===== config.mk =====
export PLATFORM = sky130hd
export DESIGN_NAME = gen_scheduler
export DESIGN_NICKNAME = d
export VERILOG_FILES = /design/src/rtl/gen_scheduler.sv
export SDC_FILE = /design/constraint.sdc
export NUM_CORES = 1
export LEC_CHECK = 0
export CORE_AREA = 2 2 60 62
export CTS_CLUSTER_DIAMETER = 40
export DETAILED_ROUTE_END_ITERATION = 10
export DIE_AREA = 0 0 62 64
export PLACE_DENSITY = 0.72
export SLEW_MARGIN = 20
export SYNTH_ARGS = -nofsm -noshare
export SYNTH_HDL_FRONTEND = slang
export SYNTH_SLANG_ARGS = --single-unit
export TNS_END_PERCENT = 20

===== constraint.sdc =====
create_clock -name clk_in -period 1.9 [get_ports clk_in]
set_input_delay 0.19 -clock clk_in [delete_from_list [all_inputs] [get_ports clk_in]]
set_output_delay 0.19 -clock clk_in [all_outputs]
set_load 0.01 [all_outputs]

===== src/rtl/gen_scheduler.sv =====
// Paces Game of Life generations to display frames: launches life_logic, waits for done, swaps banks on a frame tick.
// Latency: start one cycle after the launching tick; bank swap lands in the cycle after a tick. No backpressure; late done sets sticky overrun.
module gen_scheduler #(
    parameter int LOG_MAX_SPEED = 3,
    parameter int GEN_WIDTH     = 16
) (
    input  logic                     clk_in,
    input  logic                     rst_n_in,
    input  logic                     vsync_in,
    input  logic [LOG_MAX_SPEED-1:0] speed_in,
    input  logic                     pause_in,
    input  logic                     step_in,
    input  logic                     logic_done_in,
    output logic                     start_out,
    output logic                     buf_sel_out,
    output logic                     busy_out,
    output logic [GEN_WIDTH-1:0]     gen_count_out,
    output logic                     overrun_out
);

    localparam int CW = LOG_MAX_SPEED + 1;
    localparam logic [CW-1:0] MAX_FRAMES = {1'b1, {LOG_MAX_SPEED{1'b0}}};

    typedef enum logic [1:0] {
        WAIT_FRAMES,
        LAUNCH,
        COMPUTE,
        WAIT_SWAP
    } state_t;

    state_t                 state_q;
    logic                   vs_q;
    logic [CW-1:0]          frame_cnt_q;
    logic                   start_q;
    logic                   buf_sel_q;
    logic [GEN_WIDTH-1:0]   gen_q;
    logic                   overrun_q;

    logic                   tick;
    logic [CW-1:0]          fpg;
    logic [CW-1:0]          cnt_inc;
    logic                   swap;
    logic                   relaunch;

    assign tick     = vs_q & ~vsync_in;
    assign fpg      = MAX_FRAMES - {1'b0, speed_in};
    assign cnt_inc  = (frame_cnt_q == MAX_FRAMES) ? MAX_FRAMES : frame_cnt_q + 1'b1;
    // A done arriving on the tick itself swaps immediately rather than waiting a whole frame.
    assign swap     = tick & (((state_q == COMPUTE) & logic_done_in) | (state_q == WAIT_SWAP));
    assign relaunch = ~pause_in & (fpg == CW'(1));

    always_ff @(posedge clk_in or negedge rst_n_in) begin
        if (!rst_n_in) begin
            state_q     <= WAIT_FRAMES;
            vs_q        <= 1'b1;
            frame_cnt_q <= '0;
            start_q     <= 1'b0;
            buf_sel_q   <= 1'b0;
            gen_q       <= '0;
            overrun_q   <= 1'b0;
        end else begin
            vs_q    <= vsync_in;
            start_q <= 1'b0;
            if (swap) begin
                buf_sel_q <= ~buf_sel_q;
                gen_q     <= gen_q + 1'b1;
                // The swap tick is frame 1 of the next period.
                if (relaunch) begin
                    frame_cnt_q <= '0;
                    state_q     <= LAUNCH;
                    start_q     <= 1'b1;
                end else begin
                    frame_cnt_q <= CW'(1);
                    state_q     <= WAIT_FRAMES;
                end
            end else begin
                case (state_q)
                    WAIT_FRAMES: begin
                        if (pause_in) begin
                            if (step_in) begin
                                state_q <= LAUNCH;
                                start_q <= 1'b1;
                            end
                        end else if (tick) begin
                            if (cnt_inc >= fpg) begin
                                frame_cnt_q <= '0;
                                state_q     <= LAUNCH;
                                start_q     <= 1'b1;
                            end else begin
                                frame_cnt_q <= cnt_inc;
                            end
                        end
                    end
                    LAUNCH: state_q <= COMPUTE;
                    COMPUTE: begin
                        if (logic_done_in) begin
                            state_q <= WAIT_SWAP;
                        end else if (tick) begin
                            overrun_q <= 1'b1;
                        end
                    end
                    WAIT_SWAP: state_q <= WAIT_SWAP;
                    default:   state_q <= WAIT_FRAMES;
                endcase
            end
        end
    end

    assign start_out     = start_q;
    assign buf_sel_out   = buf_sel_q;
    assign busy_out      = (state_q != WAIT_FRAMES);
    assign gen_count_out = gen_q;
    assign overrun_out   = overrun_q;

endmodule


-- Yosys cells after proc, flatten, opt, wreduce, memory -nomap -nowiden
Index checks and enable logic that the tools add are counted.
- eq/ne operators: 10
- magnitude comparators: 1
- add/subtract/negate cells: 3
- bitwise gates (word level): 10
- muxes and demuxes: 22
- reduce and logical (&&, ||, !) cells: 7
- operators by type and width (cell ; count):
    2-to-1 mux 4 bit ; 6
    adder 16 x 1 -> 16 bit (second input constant) ; 1
    2-to-1 mux 2 bit ; 6
    != test 4 bit (second input constant) ; 3
    2-to-1 mux 1 bit ; 9
    one-hot mux 2 bit (4 select lines) ; 1
    AND reduction 4 bit ; 2
    nonzero test 2 bit ; 3
    NOT 1 bit ; 5
    adder 4 x 1 -> 4 bit (second input constant) ; 1
    bitwise AND 1 bit ; 4
    == test 2 bit (second input constant) ; 2
    == test 4 x 1 -> 1 bit (second input constant) ; 1
    == test 4 bit (second input constant) ; 1
    >= comparator 4 bit ; 1
    subtractor 4 x 3 -> 4 bit (first input constant) ; 1
    != test 3 bit (second input constant) ; 1
    AND reduction 3 bit ; 1
    == test 2 x 1 -> 1 bit (second input constant) ; 1
    logical NOT 2 bit ; 1
    != test 2 x 1 -> 1 bit (second input constant) ; 1
    bitwise OR 1 bit ; 1
- input port bits: 9
- output and inout bits: 20
- bits in registers: 26

-- Depth between registers and ports, before layout
Gate-level depths: netlist of the first run.
- depth after elaboration: 8
- depth in mapped cells: 10

-- Worst setup path before layout of the first run
No wires, ideal clock.
- kind: register to register
- start point: reg frame_cnt_q[0]
- end point: reg start_q, in the netlist start_out
- buffers on the path: 0
- arrival: 1.942 ns
- path slack: -0.168 ns
- cell stages (with the launch flop): 10
- required time: 1.774 ns
- cells stage by stage: dfrtp_1 > inv_1 > ha_1 > nand3b_1 > nand2_1 > ha_1 > nand2b_1 > a2111oi_4 > nor4b_1 > a311o_1
- cells in the longest elaborated chain, start to end: 8
- elaborated cells on any way between the ends: 9
- RTL lines (item ; RTL line ; source):
    start: declaration ; 33 ; logic [CW-1:0] frame_cnt_q;
    start signal: assignment ; 90 ; frame_cnt_q <= cnt_inc;
    adder 4 x 1 -> 4 bit or == test 4 bit (tied branches) ; 47 ; assign cnt_inc = (frame_cnt_q == MAX_FRAMES) ? MAX_FRAMES : frame_cnt_q + 1'b1;
    2-to-1 mux 4 bit (*) ; 47 ;
    >= comparator 4 bit (*) ; 85 ; if (cnt_inc >= fpg) begin
    2-to-1 mux 1 bit (*) ; 85 ;
    2-to-1 mux 1 bit (*) ; 84 ; end else if (tick) begin
    2-to-1 mux 1 bit (*) ; 79 ; if (pause_in) begin
    2-to-1 mux 1 bit (*) ; 77 ; case (state_q)
    2-to-1 mux 1 bit (*) ; 64 ; if (swap) begin
    end signal: assignment ; 63 ; start_q <= 1'b0;
    end signal: assignment ; 82 ; start_q <= 1'b1;
    end signal: assignment ; 88 ; start_q <= 1'b1;
    end: declaration ; 34 ; logic start_q;
Mark *: on every way between the ends. The rest lies on a longest branch, timed or not.
A chain may end at the register's enable or synchronous reset.

-- Worst setup path in the final report of the first run
- start point: reg frame_cnt_q[1]
- end point: reg start_q, in the netlist start_out
The elaborated chain is that of the path after synthesis.

==> results of run 1 <==
## through the flow
stage          hold WS, ps  TNS, ps  cell area, um^2  setup slack [ps]  instances
3_3_place_gp           450    -1830             1860              -357        221
5_1_grt                242    -1860             1930              -367        227
6_report               226     -897             1930              -226        227
3_5_place_dp           468    -2210             1860              -430        221
4_1_cts                225     -989             1910              -231        225
2_1_floorplan         -106    -47.4             1460             -47.4        138
## placed cells by master, fill, tap and decap left out, types with 2 or more instances in the layout
cell type | synthesis | final
nand3_2 | 2 | 2
nand3_1 | 3 | 3
nor2_1 | 8 | 7
clkdlybuf4s50_1 | 0 | 28
xor2_1 | 10 | 10
a21oi_1 | 2 | 2
buf_4 | 0 | 12
ha_1 | 9 | 8
clkbuf_4 | 0 | 3
o21ai_0 | 5 | 2
nand2_1 | 14 | 14
nor3_1 | 9 | 9
inv_1 | 13 | 12
nand2b_1 | 5 | 4
and4_1 | 2 | 2
o21ai_1 | 0 | 3
xnor2_1 | 7 | 7
nand4_1 | 2 | 2
dfrtp_1 | 25 | 25
o31a_1 | 2 | 2
## layout make-up
type,count,area [um^2]
Clock inverter,1,30.0
Inverter,13,48.8
Sequential cell,26,652
Timing Repair Buffer,40,370
Tap cell,46,57.6
Multi-Input combinational cell,98,746
Fill cell,299,1360
Clock buffer,3,22.5
## registers in the layout, indices dropped and copies added, names as in the netlist
| name | cells |
|---|---|
| buf_sel_out | 1 |
| frame_cnt_q | 4 |
| gen_count_out | 16 |
| overrun_out | 1 |
| start_out | 1 |
| state_q | 2 |
| vs_q | 1 |
## cells by family (layout without fill, tap and decap cells)
logic type               count (synthesis)  in the layout  share of synthesized area [%]
buffers and inverters                   14             57                           4.16
AND/OR/NAND/NOR                         54             54                           22.3
multiplexers                             1              1                          0.693
AO/OA/AOI/OAI                           17             17                           9.70
flip-flops                              26             26                           45.1
adder cells (fa/ha/maj)                  9              9                           7.79
XOR/XNOR                                17             17                           10.3
## worst max path at each step
stage | cells past startpoint | slack (ps) | to
global route | 9 | -370 | start_out
finish | 9 | -230 | start_out
detailed placement | 8 | -430 | start_out
floorplan | 9 | -50 | start_out
global placement | 8 | -360 | start_out
CTS | 9 | -230 | start_out
## per-layer routing
| layer | vias to the layer above | global-route usage [%] | part of all wire, % |
|---|---|---|---|
| met5 | - | 0 | 0 |
| met4 | 0 | 3.19 | 0.52 |
| met3 | 2 | 2.02 | 4.2 |
| met2 | 22 | 26.0 | 51 |
| met1 | 515 | 19.8 | 45 |
| li1 | 563 | - | - |
## repair_timing
action | 4_1_cts | 5_1_grt
resized for setup | 3 | 1
hold buffers | 0 | 0
pin swaps | 1 | 2
endpoints found under the hold margin | 0 | 0
setup buffers | 0 | 2
setup endpoints to repair | 6 | 6
## power groups by stage
| stage | logic (uW) | clock network, uW | registers (uW) |
|---|---|---|---|
| global placement | 710 | 0 | 789 |
| detailed placement | 725 | 0 | 799 |
| CTS | 733 | 385 | 788 |
| global route | 838 | 407 | 801 |
| finish | 753 | 373 | 781 |
| floorplan | 403 | 0 | 806 |
==> impl_metrics.csv, run 1 <==
group,metric,value,unit
run_status,status,"finished with violations",
run_status,violations,"setup timing",
synthesis,yosys_register_bits,26,
clock_network,cts.clk_slew.worst_paths,140,ps
synthesis,synth_flop_cell,"dfrtp_1",
floorplan,fp-row-count,21,
setup_path,timing.rr.end,"start_out",
placement,place.gp.congestion,0.811,
sta,maxSlewViolCount,0,
global_routing,grt_antenna_before_repair,0,
floorplan,ios,29,
route,detail-route-antenna-nets,0,
synthesis,syn_avg_cell_area,10.5,um^2
synthesis,ys_seq_area_share,45.1,%
sta,slew_headroom,60.3,%
setup_path,required,2110,ps
setup_path,r2r_setup_slack,-230,ps
setup_path,max_stage_delay,440,ps
power_and_ir_drop,ir_worst_vdd,486,uV
clock_network,clock_latency,310,ps
synthesis,netlist_top_cells_count,"25 x dfrtp_1, 14 x nand2_1, 13 x inv_1",
synthesis,synth_area,1450,um^2
clock_network,cts_tree,"built",
sta,finalHoldViolations,0,
power_and_ir_drop,leakage,0.000882,uW
global_routing,grt_max_degree,27,
cells_and_area,drive_gt1_share,16.0,%
power_and_ir_drop,p_int,1280,uW
sta,fin_ws,-226,ps
route,routed_wirelength,2690,um
synthesis,synth_top_area_share,43.3,%
synthesis,synth_edf_count,0,
sta,setup_viol,6,
cells_and_area,diodes,0,
synthesis,async_reset_ff_share,100,%
setup_path,reg2reg_from,"frame_cnt_q[1]",
floorplan,die_x,62,um
setup_path,start_kind,"register",
cells_and_area,fin_nets,200,
floorplan,start_util,44.0,%
synthesis,post-synth-top-count-cell,"dfrtp_1",
power_and_ir_drop,pwr-share-comb,39.5,%
hold_path,hold_path.class,"input port to async pin",
clock_network,cts_buffers,3,
sta,tightest_slew,596,ps
synthesis,ys_warn_count,0,
route,wl_per_cell,11.9,um
cells_and_area,final_util,58.7,%
sta,period_share,112,%
sta,max_freq,0.470,GHz
power_and_ir_drop,p_switching,622,uW
setup_path,crit_type,"register to register",
placement,dp_hpwl,2160,um
synthesis,synth_nets,156,
sta,rsz0062_at_grt,"yes",
route,routed_via_density,4.85,
sta,fin_crit,2130,ps
route,dr.pass1.iters,4,
synthesis,ys_types,36,
floorplan,die_h,64,um
synthesis,synth_top_area_cell,"dfrtp_1",
power_and_ir_drop,p_per_area,990,nW/um^2
setup_path,crit_family,"compound AO/OA/AOI/OAI gates",
global_routing,grt_pass1_wl,4710,um
setup_path,reg2reg_depth,9,
global_routing,grtUsageTotal,15.2,%
power_and_ir_drop,power.total,1910,uW
sta,fin_skew,3.18,ps
setup_path,worstSetupStartpoint,"frame_cnt_q[1]",
clock_network,h-tree-depth,1,
global_routing,grt_overflow_total,0,
clock_network,cts_max_path_buffers,2,
power_and_ir_drop,switching_share,32.6,%
cells_and_area,area_growth,33.3,%
setup_path,path_buf_inv,1,
route,route.detailed.drc,0,
placement,io_buffers,28,
clock_network,cts_root_buf,"clkbuf_4",
global_routing,grt_pass1_vias,1088,
route,drtIter0Drc,75,
floorplan,die_area,3970,um^2
setup_path,cp_max_fo,4,
setup_path,path_cells,"inv_1 > ha_2 > nand3b_1 > nand2_1 > ha_1 > nand2b_4 > a2111oi_4 > nor4b_1 > a311o_1",
setup_path,critPathArrivalTime,2340,ps
power_and_ir_drop,p_clk_share,19.6,%
power_and_ir_drop,p_seq_share,41.0,%
synthesis,synthCells,138,
setup_path,slowest_stage,"a2111oi_4",
floorplan,coreArea,3280,um^2
route,vias,1102,
clock_network,clkSinkCount,26,
run,maxCapViolCount,0,
setup_path,crit_path_end_kind,"register",
synthesis,synthTopCellsByArea,"dfrtp_1 43%, ha_1 7.8%, xor2_1 6.1%",
No activity file was read; power rests on OpenSTA's default activity.
==> inputs of run 2 (changes only) <==
--- a/config.mk
+++ b/config.mk
@@ -5,11 +5,12 @@
 export SDC_FILE = /design/constraint.sdc
 export NUM_CORES = 1
 export LEC_CHECK = 0
-export CORE_AREA = 2 2 60 62
+export CORE_AREA = 2 2 54 56
 export CTS_CLUSTER_DIAMETER = 40
 export DETAILED_ROUTE_END_ITERATION = 10
-export DIE_AREA = 0 0 62 64
-export PLACE_DENSITY = 0.72
+export DIE_AREA = 0 0 56 58
+export DONT_BUFFER_PORTS = 1
+export PLACE_DENSITY = 0.73
 export SLEW_MARGIN = 20
 export SYNTH_ARGS = -nofsm -noshare
 export SYNTH_HDL_FRONTEND = slang
==> impl_metrics.csv, run 2 (synthesized netlist as in run 1, its figures left out) <==
group,metric,value,unit
run_status,status,"finished with violations",
run_status,violations,"setup timing",
floorplan,die_area,3250,um^2
route,routed_via_density,5.75,
route,routed_wirelength,2780,um
clock_network,clock_latency,330,ps
route,wl_met3,163,um
route,route.detailed.drc,0,
hold_path,hold_path.class,"input port to register",
route,vias,1052,
floorplan,fp-row-count,19,
cells_and_area,most-common-layout-cells,"25 x dfrtp_1, 14 x nand2_1, 11 x inv_1",
sta,period_share,110,%
placement,place.gp.congestion,0.732,
cells_and_area,final_cells,183,
global_routing,grt_pass1_vias,1062,
route,dr.max_layer_used,"met4",
route,drtIter0Drc,24,
setup_path,required,2120,ps
sta,tightest_slew,629,ps
route,dr.pass1.iters,4,
setup_path,crit_type,"register to register",
global_routing,grt_antenna_before_repair,0,
sta,slew_headroom,58.1,%
floorplan,die_h,58,um
power_and_ir_drop,p_per_area,1080,nW/um^2
placement,io_buffers,0,
run,maxCapViolCount,0,
cells_and_area,drive_gt1_share,20.4,%
clock_network,clkSinkCount,26,
setup_path,r2r_setup_slack,-200,ps
global_routing,grt_max_degree,27,
global_routing,grt_overflow_total,0,
setup_path,cp_max_fo,4,
route,detail-route-antenna-nets,0,
clock_network,h-tree-depth,1,
cells_and_area,diodes,0,
sta,fin_hold_ws,24.6,ps
cells_and_area,layout_commonest_cell,"dfrtp_1",
sta,fin_ws,-199,ps
placement,dp_cells,171,
sta,fin_skew,8.01,ps
cells_and_area,largest_reg_flops,16,
floorplan,coreArea,2660,um^2
route,wl_per_cell,15.2,um
clock_network,cts.clk_slew.worst_paths,140,ps
floorplan,ios,29,
clock_network,cts_tree,"built",
setup_path,critPathArrivalTime,2320,ps
sta,setup_viol,6,
setup_path,start_kind,"register",
floorplan,start_util,54.3,%
sta,finalHoldViolations,0,
power_and_ir_drop,leakage,0.000771,uW
cells_and_area,area_growth,15.7,%
sta,fin_crit,2100,ps
sta,rsz0062_at_grt,"yes",
setup_path,crit_path_end_kind,"register",
sta,max_freq,0.476,GHz
placement,dp_hpwl,2010,um
setup_path,reg2reg_depth,9,
cells_and_area,fin_nets,171,
clock_network,cts_buffers,3,
cells_and_area,final_util,62.8,%
clock_network,cts_max_path_buffers,2,
hold_path,hold_path_depth,1,
route,met2_length,1430,um
power_and_ir_drop,ir_worst_vdd,1030,uV
global_routing,grtUsageTotal,17.8,%
sta,maxSlewViolCount,0,
route,wl_met1,1180,um
floorplan,die_x,56,um
global_routing,grt_pass1_wl,4550,um
clock_network,cts_root_buf,"clkbuf_4",
run 2: changes by cell type in the layout (fill, tap and decap cells not counted), sizes merged:
cell	previous run	this run
clkdlybuf4s50	28	0
buf	12	8
dlygate4sd3	0	3
run 2: power breakdown:
group | switching (uW) | internal, uW | total [uW]
combinational | 301 | 295 | 595
sequential | 169 | 657 | 825
clock | 170 | 213 | 383
total | 639 | 1160 | 1800
run 2: worst max-delay path, stage by stage (launching register included):
cell      delay [ps]
dfrtp_1          420
buf_4            150
ha_2             180
mux2i_1          190
inv_1             80
ha_2             310
o21a_1           110
nor2_2            60
o2111a_1         250
o31a_1           240
run 2: final cells by class:
class                   count  area (um^2)
fillers                   209          991
multi-input cells          98          777
flip-flops and latches     26          652
repair buffers             11          103
inverters                  13         48.8
well taps                  31         38.8
clock inverters             1         30.0
clock buffers               3         22.5
run 2: path summary, 6_finish.rpt:
kind | startpoint | end
setup reg to reg | frame_cnt_q[0] | frame_cnt_q[0]
hold / removal | step_in | start_out
min in group asynchronous | rst_n_in | gen_count_out[3]
hold reg to reg | gen_count_out[15] | gen_count_out[15]
max in group asynchronous | rst_n_in | vs_q
setup / recovery | frame_cnt_q[0] | frame_cnt_q[0]
run 2: metal layers:
metal	track usage, %	vias to the layer above
met5	0	-
met4	4.08	0
met3	6.70	4
met2	31.1	27
met1	20.9	523
li1	-	498
run 2: metrics by stage:
stage               TNS (ps)  setup WS (ps)  area (um^2)  total power (uW)
detailed placement      -828           -195         1510              1350
global placement        -434           -118         1510              1310
CTS                    -1020           -213         1650              1800
floorplan              -47.4          -47.4         1460              1210
finish                  -850           -199         1670              1800
global route           -1560           -290         1670              1900
run 2: timing repair:
action	CTS	global route
setup buffers	4	0
endpoints found under the setup margin	6	6
pin swaps	4	2
resized for setup	4	6
hold endpoints to repair	27	1
hold buffers	3	1
